<file path="src/rtl/sha256_pkg.sv">
// Shared SHA-256 definitions used by the block padder and the compute core.
// Contents: word/block types, the padding marker word, the pointer width used
// for padded-stream word positions, and the padded block-count helpers.
package sha256_pkg;

    typedef logic [31:0]  word_t;
    typedef logic [511:0] block_t;

    localparam word_t       PAD_WORD = 32'h8000_0000;
    // Wide enough for word positions up to 16*65 for a 1024-word message.
    localparam int unsigned PTR_W    = 12;

    // Padded block count: message + marker + 64-bit length, in 16-word blocks.
    function automatic logic [PTR_W-1:0] num_blocks(input logic [PTR_W-1:0] n);
        return ((n + PTR_W'(2)) >> 4) + PTR_W'(1);
    endfunction

    // Number of message words that block blk has to fetch from memory (0..16).
    function automatic logic [4:0] reads_in_block(input logic [PTR_W-1:0] n,
                                                  input logic [7:0]       blk);
        logic [PTR_W-1:0] first;
        logic [PTR_W-1:0] left;
        first = {blk, 4'h0};
        left  = n - first;
        if (n <= first) begin
            return 5'd0;
        end else if (left >= PTR_W'(16)) begin
            return 5'd16;
        end else begin
            return left[4:0];
        end
    endfunction

endpackage

</file>
<file path="src/rtl/sha256_pad_word.sv">
// Combinational padded-stream word generator.
// Ports:
//   n_i    message length in words
//   p_i    word position in the padded stream
//   raw_i  memory word to pass through when p_i lies inside the message
//   word_o padded-stream word at position p_i
module sha256_pad_word
    import sha256_pkg::*;
(
    input  logic [PTR_W-1:0] n_i,
    input  logic [PTR_W-1:0] p_i,
    input  word_t            raw_i,
    output word_t            word_o
);

    logic [PTR_W-1:0] total_words;

    assign total_words = num_blocks(n_i) << 4;

    // The upper length word (total_words-2) is zero because the bit length
    // always fits in 32 bits; it falls through to the default.
    always_comb begin
        word_o = '0;
        if (p_i < n_i) begin
            word_o = raw_i;
        end else if (p_i == n_i) begin
            word_o = PAD_WORD;
        end else if (p_i == total_words - PTR_W'(1)) begin
            word_o = word_t'({n_i, 5'b0});
        end
    end

endmodule

</file>
<file path="src/rtl/sha256_block_padder.sv">
// Reads an NUM_OF_WORDS-word message from word-addressed memory and emits it
// as SHA-256 padded 512-bit blocks, one block buffer at a time.
// Ports:
//   clk, reset_n            system clock, async active-low reset
//   start, message_addr     run request and message base word address
//   mem_clk, mem_we         memory clock (= clk), write enable (always 0)
//   mem_addr, mem_read_data memory read port, 1-cycle read latency
//   blk_valid, blk_ready    block handshake
//   blk_data                word k at bits [k*32 +: 32]
//   blk_index, blk_last     block number, final-block flag
//   busy, done              run in progress, end-of-run pulse
module sha256_block_padder
    import sha256_pkg::*;
#(
    parameter int NUM_OF_WORDS = 20
) (
    input  logic         clk,
    input  logic         reset_n,
    input  logic         start,
    input  logic [15:0]  message_addr,
    output logic         mem_clk,
    output logic         mem_we,
    output logic [15:0]  mem_addr,
    input  logic [31:0]  mem_read_data,
    output logic         blk_valid,
    input  logic         blk_ready,
    output logic [511:0] blk_data,
    output logic [7:0]   blk_index,
    output logic         blk_last,
    output logic         busy,
    output logic         done
);

    localparam int               NUM_BLOCKS = (NUM_OF_WORDS + 2) / 16 + 1;
    localparam logic [PTR_W-1:0] N_W        = PTR_W'(NUM_OF_WORDS);
    localparam logic [7:0]       LAST_IDX   = 8'(NUM_BLOCKS - 1);

    localparam logic [1:0] S_IDLE    = 2'd0;
    localparam logic [1:0] S_FETCH   = 2'd1;
    localparam logic [1:0] S_DRAIN   = 2'd2;
    localparam logic [1:0] S_PRESENT = 2'd3;

    logic [1:0]  state_q, state_d;
    logic [15:0] base_q, base_d;
    logic [7:0]  blk_idx_q, blk_idx_d;
    logic [4:0]  rd_cnt_q, rd_cnt_d;
    logic [15:0] mem_addr_q, mem_addr_d;
    block_t      blk_q, blk_d;
    logic        done_q, done_d;

    logic [7:0]  blk_nxt;
    logic [4:0]  reads_cur, reads_nxt;
    logic [4:0]  cap_m1;
    logic [3:0]  cap_idx;
    logic [15:0] addr_blk;
    word_t       pad_w [16];

    assign blk_nxt   = blk_idx_q + 8'd1;
    assign reads_cur = reads_in_block(N_W, blk_idx_q);
    assign reads_nxt = reads_in_block(N_W, blk_nxt);
    assign addr_blk  = base_q + {4'h0, blk_idx_q, 4'h0};
    // rd_cnt_q counts addresses already presented; the word arriving now
    // belongs to the previous one.
    assign cap_m1    = rd_cnt_q - 5'd1;
    assign cap_idx   = cap_m1[3:0];

    for (genvar k = 0; k < 16; k++) begin : g_pad
        sha256_pad_word u_pad (
            .n_i    (N_W),
            .p_i    ({blk_idx_q, 4'(k)}),
            .raw_i  (mem_read_data),
            .word_o (pad_w[k])
        );
    end

    always_comb begin
        state_d    = state_q;
        base_d     = base_q;
        blk_idx_d  = blk_idx_q;
        rd_cnt_d   = rd_cnt_q;
        mem_addr_d = mem_addr_q;
        blk_d      = blk_q;
        done_d     = 1'b0;
        case (state_q)
            S_IDLE: begin
                if (start) begin
                    // Block 0 always has at least one message word to read.
                    base_d     = message_addr;
                    blk_idx_d  = 8'd0;
                    rd_cnt_d   = 5'd0;
                    mem_addr_d = message_addr;
                    state_d    = S_FETCH;
                end
            end
            S_FETCH: begin
                if (reads_cur == 5'd0) begin
                    for (int k = 0; k < 16; k++) begin
                        blk_d[k*32 +: 32] = pad_w[k];
                    end
                    state_d = S_PRESENT;
                end else begin
                    if (rd_cnt_q != 5'd0) begin
                        blk_d[{cap_idx, 5'b0} +: 32] = pad_w[cap_idx];
                    end
                    rd_cnt_d = rd_cnt_q + 5'd1;
                    if (rd_cnt_q + 5'd1 < reads_cur) begin
                        mem_addr_d = addr_blk + {11'h0, rd_cnt_q} + 16'd1;
                    end else begin
                        state_d = S_DRAIN;
                    end
                end
            end
            S_DRAIN: begin
                blk_d[{cap_idx, 5'b0} +: 32] = pad_w[cap_idx];
                for (int k = 0; k < 16; k++) begin
                    if (5'(k) >= reads_cur) begin
                        blk_d[k*32 +: 32] = pad_w[k];
                    end
                end
                state_d = S_PRESENT;
            end
            S_PRESENT: begin
                if (blk_ready) begin
                    if (blk_idx_q == LAST_IDX) begin
                        done_d  = 1'b1;
                        state_d = S_IDLE;
                    end else begin
                        blk_idx_d = blk_nxt;
                        rd_cnt_d  = 5'd0;
                        if (reads_nxt != 5'd0) begin
                            mem_addr_d = base_q + {4'h0, blk_nxt, 4'h0};
                        end
                        state_d = S_FETCH;
                    end
                end
            end
            default: state_d = S_IDLE;
        endcase
    end

    always_ff @(posedge clk or negedge reset_n) begin
        if (!reset_n) begin
            state_q    <= S_IDLE;
            base_q     <= '0;
            blk_idx_q  <= '0;
            rd_cnt_q   <= '0;
            mem_addr_q <= '0;
            blk_q      <= '0;
            done_q     <= 1'b0;
        end else begin
            state_q    <= state_d;
            base_q     <= base_d;
            blk_idx_q  <= blk_idx_d;
            rd_cnt_q   <= rd_cnt_d;
            mem_addr_q <= mem_addr_d;
            blk_q      <= blk_d;
            done_q     <= done_d;
        end
    end

    assign mem_clk   = clk;
    assign mem_we    = 1'b0;
    assign mem_addr  = mem_addr_q;
    assign blk_valid = (state_q == S_PRESENT);
    assign blk_data  = blk_q;
    assign blk_index = blk_idx_q;
    assign blk_last  = blk_valid && (blk_idx_q == LAST_IDX);
    assign busy      = (state_q != S_IDLE);
    assign done      = done_q;

endmodule

</file>
<file path="config.mk">
export PLATFORM = sky130hd
export DESIGN_NAME = sha256_block_padder
export DESIGN_NICKNAME = d
export VERILOG_FILES = /design/src/rtl/sha256_pkg.sv /design/src/rtl/sha256_pad_word.sv /design/src/rtl/sha256_block_padder.sv
export SDC_FILE = /design/constraint.sdc
export NUM_CORES = 1
export LEC_CHECK = 0
export BUFFER_PORTS_ARGS = -buffer_cell sky130_fd_sc_hd__buf_2
export CORE_AREA = 2 2 233 235
export CTS_CLUSTER_DIAMETER = 40
export DETAILED_ROUTE_END_ITERATION = 10
export DIE_AREA = 0 0 235 237
export PLACE_DENSITY_LB_ADDON = 0.08
export SLEW_MARGIN = 20
export SYNTH_ARGS = -nofsm -noshare
export SYNTH_HDL_FRONTEND = slang
export SYNTH_SLANG_ARGS = --single-unit
</file>
<file path="constraint.sdc">
create_clock -name clk -period 7.9 [get_ports clk]
set_clock_uncertainty 0.15 [all_clocks]
set_input_delay 0 -clock clk [delete_from_list [all_inputs] [get_ports clk]]
set_output_delay 0 -clock clk [all_outputs]
set_load 0.005 [all_outputs]
</file>
==> results of run 1 <==
[worst paths after layout]
path / from / end / slack, ns / cells after the start
max: clk / mem_clk / 3.43 / 3
min in group asynchronous: reset_n / blk_data[501]$_DFFE_PN0P_ / 0.31 / 4
max reg2reg: rd_cnt_q[0]$_DFFE_PN0P_ / blk_data[263]$_DFFE_PN0P_ / 3.76 / 7
min reg2reg: blk_data[340]$_DFFE_PN0P_ / blk_data[340]$_DFFE_PN0P_ / 0.32 / 2
max in group asynchronous: reset_n / blk_data[32]$_DFFE_PN0P_ / 5.67 / 5
min: message_addr[6] / mem_addr[6]$_DFFE_PN0P_ / 0.04 / 4
[cells in the final DEF, fill, tap and decap left out, drive strengths merged, types with 14 or more instances in the layout]
cell         count
o2bb2ai         87
clkbuf         103
nand2b          16
dlygate4sd3     69
a21oi          148
nand3          129
nand2          359
a32o            86
nor3            17
ha              48
nor2            48
buf            627
mux2            19
dfrtp          560
inv             52
a221o           14
clkinv          22
xnor2           14
a22o            68
o21ai          199
[state kept, by name, summed over array words and instances (netlist names)]
signal and flops:
rd_cnt_q 5, blk_index 8, base_q 16, state_q 2, mem_addr 16, done 1
blk_data 512
[synthesized netlist by cell type (19+ instances only)]
master	instances	area [um^2]
sky130_fd_sc_hd__a21oi_1	146	731
sky130_fd_sc_hd__a22o_1	68	596
sky130_fd_sc_hd__a32o_1	86	861
sky130_fd_sc_hd__buf_2	58	290
sky130_fd_sc_hd__clkbuf_1	109	409
sky130_fd_sc_hd__dfrtp_1	560	14000
sky130_fd_sc_hd__ha_1	48	601
sky130_fd_sc_hd__inv_1	32	120
sky130_fd_sc_hd__mux2_2	19	214
sky130_fd_sc_hd__nand2_1	359	1350
sky130_fd_sc_hd__nand3_1	128	641
sky130_fd_sc_hd__nor2_1	44	165
sky130_fd_sc_hd__o21ai_0	191	956
sky130_fd_sc_hd__o2bb2ai_1	87	762
[kinds of logic (layout without fill, tap and decap cells)]
family,after synthesis,after routing,synth area share [%]
AO/OA/AOI/OAI,702,702,20.5
AND/OR/NAND/NOR,635,635,12.0
flip-flops,560,560,58.3
buffers and inverters,229,883,4.32
adder cells (fa/ha/maj),51,51,2.75
XOR/XNOR,26,26,1.04
multiplexers,25,25,1.14
other,1,1,0.0156
[power breakdown]
part	total [mW]	internal, mW	switching (mW)
Combinational	5.71	1.98	3.73
Clock	3.75	2.27	1.48
Sequential	4.55	3.90	0.651
[area by class of cell]
class | count | area, um^2 | area share [%]
Inverter | 34 | 128 | 0.411
Tap cell | 696 | 871 | 2.81
Sequential cell | 560 | 14000 | 45.2
Clock inverter | 50 | 547 | 1.76
Multi-Input combinational cell | 1440 | 9160 | 29.5
Timing Repair Buffer | 695 | 3970 | 12.8
Clock buffer | 104 | 2320 | 7.49
[per-layer routing]
layer | share of wire (%) | vias up
met5 | 0.014 | -
met4 | 4.0 | 2
met3 | 8.7 | 211
met2 | 46 | 1018
met1 | 41 | 10831
li1 | - | 9243
[what timing repair did]
item                      in CTS  in global routing
buffers inserted               0                  0
hold endpoints to repair    1025                  0
hold buffers                  70                  0
[worst max-delay path, stage by stage]
cell	delay [ns]
sky130_fd_sc_hd__clkbuf_16	0.12
sky130_fd_sc_hd__clkbuf_16	0.13
sky130_fd_sc_hd__buf_2	0.12
==> results.txt, run 1 <==
The mean post-synth cell area is about 11 um^2. Setup repair after global routing left no endpoint under its margin. The post-route non-filler standard cell count is 3,579. The count of endpoints failing hold in the final timing report came to 0.

At the pin with the least slew margin, the transition time is between 1 and 1.5 ns. The number of enable-type register cells in the synthesized netlist is 0. The area inside the core boundary came out at roughly 53,000 um^2.

The detailed-router iteration count before antenna repair is 6. The remaining number of nets flagged by the antenna check after routing came out at 0. The overall die width is ~240 um. The via count came out at between 20,000 and 25,000. The post-cts sizing count came out at 0. The routed design has 94,500 um of wire. The placer's final routability congestion estimate came out at approximately 0.93.

The combined global-route utilization of all metal layers is 33.4%. The global-route wire length before repair is between 100,000 and 150,000 um. The worst IR drop on VDD came out at about 260 uV. The post-CTS clock slew at the launch and capture registers of the worst setup and hold paths is approximately 0.050 ns. The wire length per cell after detailed routing is between 20 and 30 um. The power density of the placed cells came out at 452 nW/um^2. Counting the fill cells in the layout gives about 4,600. During I/O placement, the number of pins put on the boundary was 594. The flop and latch count out of synthesis came out at 560. The number of placement rows is 85. The design area came out at 31,000 um^2.

The worst slew slack as a fraction of its limit is around a quarter. The total congestion overflow after global routing is 0. The number of standard cells after synthesis came out at ~2,200. The height of the die is about 240 um. The final setup TNS is 0 ns.

The pin count of the biggest net entering global routing came out at around 150. The proportion of register bits with asynchronous set or reset after synthesis came out at between 90% and 100%. Across all hold checks on the routed design, the worst slack comes to 0.0404 ns.

Once layout is complete, the utilization of the core stands at approximately three fifths. The fraction of met1 tracks used by global routing is roughly 45%. Setup violations remaining at the end of the flow were counted as 0.

After the first detailed-routing iteration, the DRC count stood at approximately 2,000. The insertion delay of the later-clocked pin in the worst-skew pair came out at 0.74 ns. Of all nets on the critical path, the largest fanout is 2. The flow ran to the end, and the final reports show no timing, DRC or antenna violations. The initial antenna violation count was 2.

The number of DRC violations after detailed routing is 0. The number of global-route vias before repair is 20,952. The global routing met2 resource utilization came out at about 52%. The number of inserted diodes came out at 0.

The area of the die came out at around 56,000 um^2. The total placed instance area is approximately 27,000 um^2. Once placement completed, the tool counted placed cells totaling roughly 3,400. The post-synthesis to final-layout area growth came out at 29.0%.

The HPWL reported at the end of detailed placement is roughly 64,000 um. The worst hold path belongs to the class input port to flop. The proportion of synthesized chip area in sequential cells came out at about 60%. For this run, the leading register cell type out of synthesis is sky130_fd_sc_hd__dfrtp_1. The final max-slew violation count came out at 0. The starting density of the core is a little under half.

The most crowded layer after global routing is met2. The net count of the mapped netlist is between 2,000 and 2,500. The count of warnings emitted by yosys is 0. The quantity of I/O buffers inserted on ports came out at between 500 and 600.

The post-placement setup slack is ~3.7 ns. The startpoint class of the critical path is a clock port. The number of max-capacitance violations reported is 0.

The clock tree from TritonCTS is done. In the routed layout, each cell is associated on average with a via count of a little under 6. In this run the static leakage power is 15.6 nW. The ratio of cells with drive above 1 in the final layout came out at 29.4%. The total standard cell area after synthesis is between 20,000 and 25,000 um^2. The critical path class is clock port to primary output. The arrival time reported for the critical path endpoint came out at around 4.3 ns.

Overall power consumption after layout is estimated at 14.0 mW. Across all setup checks in the final design, the least slack found is between 3 and 4 ns. STA classifies the critical path endpoint as a primary output. The number of nets in the finished design came out at approximately 3,000. At the worst endpoint, the required time is 7.75 ns. The met3 routing resource usage after global routing is under 10%.

The synthesized netlist contains 85 unique library cells.
Note: power is estimated with default switching activity, not from simulation.
==> inputs of run 2 (changes only) <==
- CORE_AREA: 2 2 233 235 -> 2 2 234 236
- DIE_AREA: 0 0 235 237 -> 0 0 236 238
- clock period: 7.9 -> 3.82 ns (I/O delays scaled with it)
==> results.txt, run 2 (same netlist as run 1, synthesis figures left out) <==
The run finished with clean final reports. The endpoint identified for the worst register-to-register timing path is mem_addr[7]$_DFFE_PN0P_. The worst setup path is of the flop to flop kind.

The HPWL reported at the end of detailed placement came out at 65,500 um. The worst IR drop on VDD is between 500 and 600 uV. The starting density of the core came out at 45.0%. The total placed instance area came out at 27,800 um^2. The worst reg-to-reg setup slack is ~0.47 ns.

The final max-slew violation count is 0. The global-route wire length before repair is 141,000 um. The depth of the worst register-to-register path came out at 12. The height of the die came out at 238 um. The overall die width is 236 um. The flip-flop count of the largest register after layout is a little over 500. The most frequent standard cell in the layout excluding fill and tap cells is sky130_fd_sc_hd__buf_2. The number of global-route vias before repair came to roughly 21,000. Row generation in the floorplan step produced between 80 and 90 rows. Summed over all layers, the routed wires come to roughly 95,000 um.

The design area came out at ~32,000 um^2. The count of endpoints failing hold in the final timing report was 0. The worst-path maximum fanout came out at 17.

The pin count of the biggest net entering global routing is 103. The post-route clock period utilization came out at between 80 and 90%. In this run the worst hold path is classified as input port to flop. The launch point of the critical path is blk_index[1]$_DFFE_PN0P_.

The top achievable clock speed is approximately 0.3 GHz. The detailed-router iteration count before antenna repair is 7. The measured slew at the worst slew-check pin is 1.09 ns. The die covers 56,200 um^2. For this run, design rule violations remaining after detail routing come to 0.

In this run the tightest slew margin relative to its limit is 26.8%. The final setup TNS is 0 ns. Following the worst setup path forward leads to its endpoint at mem_addr[7]$_DFFE_PN0P_. STA classifies the critical path startpoint as a flop. The via count came out at about 22,000. The post-route minimum period is between 3 and 4 ns. For this design the total switching power over the nets is around 12 mW. The insertion delay of the later-clocked pin in the worst-skew pair came out at approximately 0.74 ns. The required time at the worst-slack endpoint came out at 4.26 ns. The first routing iteration left slightly below 2,000 violations. The worst register-to-register path begins at blk_index[1]$_DFFE_PN0P_. The remaining number of nets flagged by the antenna check after routing is 0.

The ratio of cells with drive above 1 in the final layout is 30.4%. The portion of total power attributed to the clock network is between 20 and 30%. The switching fraction of total power is around 40%. In the final routed layout, each cell accounts on average for roughly 26 um. Setup repair after global routing left no endpoint under its margin. In the routed layout, each cell is associated on average with a via count of about 5.9. The area inside the core boundary came out at between 50,000 and 60,000 um^2.

Internal power comes to 18.0 mW. The net count of the finished layout is about 3,000. The post-synthesis to final-layout area growth is 31.8%.

For this run the aggregate overflow at the end of global routing stands at 0. The power density of the placed cells is about 950 nW/um^2. Leaving out fill and tap cells, the most frequent cells in the layout are 591 x sky130_fd_sc_hd__buf_2, 560 x sky130_fd_sc_hd__dfrtp_1, 359 x sky130_fd_sc_hd__nand2_1. The combined global-route utilization of all metal layers came out at between 30% and 40%.

TritonCTS built the clock tree. The post-CTS setup-driven buffer insertion count is 0. Routability-driven placement finished with a final weighted congestion of ~0.9. The quantity of I/O buffers inserted on ports came out at ~590. The worst setup path is captured at a flop. Sequential cells account for roughly 30% of the total power.

The number of max-capacitance violations reported is 0. The final setup violation count came out at 0. The initial antenna violation count came out at 0. The post-CTS clock slew at the launch and capture registers of the worst setup and hold paths is 0.06 ns. The number of top-level design ports came out at about 590. The static leakage came out at ~16 nW. The final core utilization is 59.3%. The fraction of power consumed by combinational cells came out at 40.9%. The arrival time reported for the critical path endpoint is 3.79 ns. Across all hold checks on the routed design, the worst slack comes to 0.0577 ns.
==> run 2: cell types whose count changed in the layout (fill, tap and decap cells not counted), sizes merged <==
cell,previous run,this run
clkbuf,103,106
inv,52,41
bufinv,4,14
diode,0,1
buf,627,670
clkinvlp,6,8
clkinv,22,26
==> run 2: metrics by stage <==
stage | instances | power (mW) | worst slack (ns)
after floorplan | 2229 | 15.7 | 0.856
after global placement | 3399 | 21.4 | 0.511
after detailed placement | 3399 | 21.6 | 0.511
after CTS | 3630 | 30.3 | 0.493
after global routing | 3630 | 31.8 | 0.223
final | 3631 | 30.3 | 0.468
==> run 2: worst min path at each step <==
stage	slack, ns	start	end	depth (start not counted)
after floorplan	-0.45	reset_n	base_q[0]$_DFFE_PN0P_	0
after global placement	-0.07	clk	mem_clk	1
after detailed placement	-0.07	clk	mem_clk	1
after CTS	0.02	mem_read_data[2]	blk_data[98]$_DFFE_PN0P_	4
after global routing	0.06	mem_read_data[2]	blk_data[34]$_DFFE_PN0P_	4
final	0.06	mem_read_data[2]	blk_data[98]$_DFFE_PN0P_	4
==> run 2: power groups by stage <==
stage / logic [mW] / clock network (mW) / registers (mW)
after floorplan: 6.29 / 0.0170 / 9.38
after global placement: 12.0 / 0.0114 / 9.37
after detailed placement: 12.2 / 0.0114 / 9.40
after CTS: 12.3 / 8.63 / 9.35
after global routing: 13.3 / 8.93 / 9.60
final: 12.4 / 8.53 / 9.36
==> run 2: area by class of cell <==
cell class / count / area, um^2
fill: 4601 / 21800
sequential: 560 / 14000
multi-input combinational: 1440 / 9120
timing repair buffer: 738 / 4390
clock buffer: 107 / 2380
tap: 696 / 871
clock inverter: 55 / 813
inverter: 34 / 128
antenna: 1 / 2.50
==> run 2: worst max-delay path, cell delays in order, from the launching register on <==
cell,delay [ns]
sky130_fd_sc_hd__dfrtp_1,0.56
sky130_fd_sc_hd__inv_2,0.12
sky130_fd_sc_hd__ha_1,0.32
sky130_fd_sc_hd__nor4b_2,0.27
sky130_fd_sc_hd__buf_4,0.18
sky130_fd_sc_hd__nand3_2,0.10
sky130_fd_sc_hd__nand2_1,0.11
sky130_fd_sc_hd__ha_1,0.18
sky130_fd_sc_hd__and4b_1,0.20
sky130_fd_sc_hd__nand4_1,0.11
sky130_fd_sc_hd__a211o_1,0.53
sky130_fd_sc_hd__buf_4,0.26
sky130_fd_sc_hd__o21ai_0,0.10
==> run 2: layer usage <==
layer | up-vias | global-route usage [%] | part of all wire [%]
li1 | 9339 | - | -
met1 | 10936 | 45.2 | 41
met2 | 1044 | 51.6 | 46
met3 | 196 | 8.84 | 8.8
met4 | 0 | 13.7 | 3.8
met5 | - | 0 | 0
==> run 2: repair_timing <==
item	in CTS	in global routing
endpoints found under the hold margin	1074	0
resized for setup	0	0
hold buffers	70	0
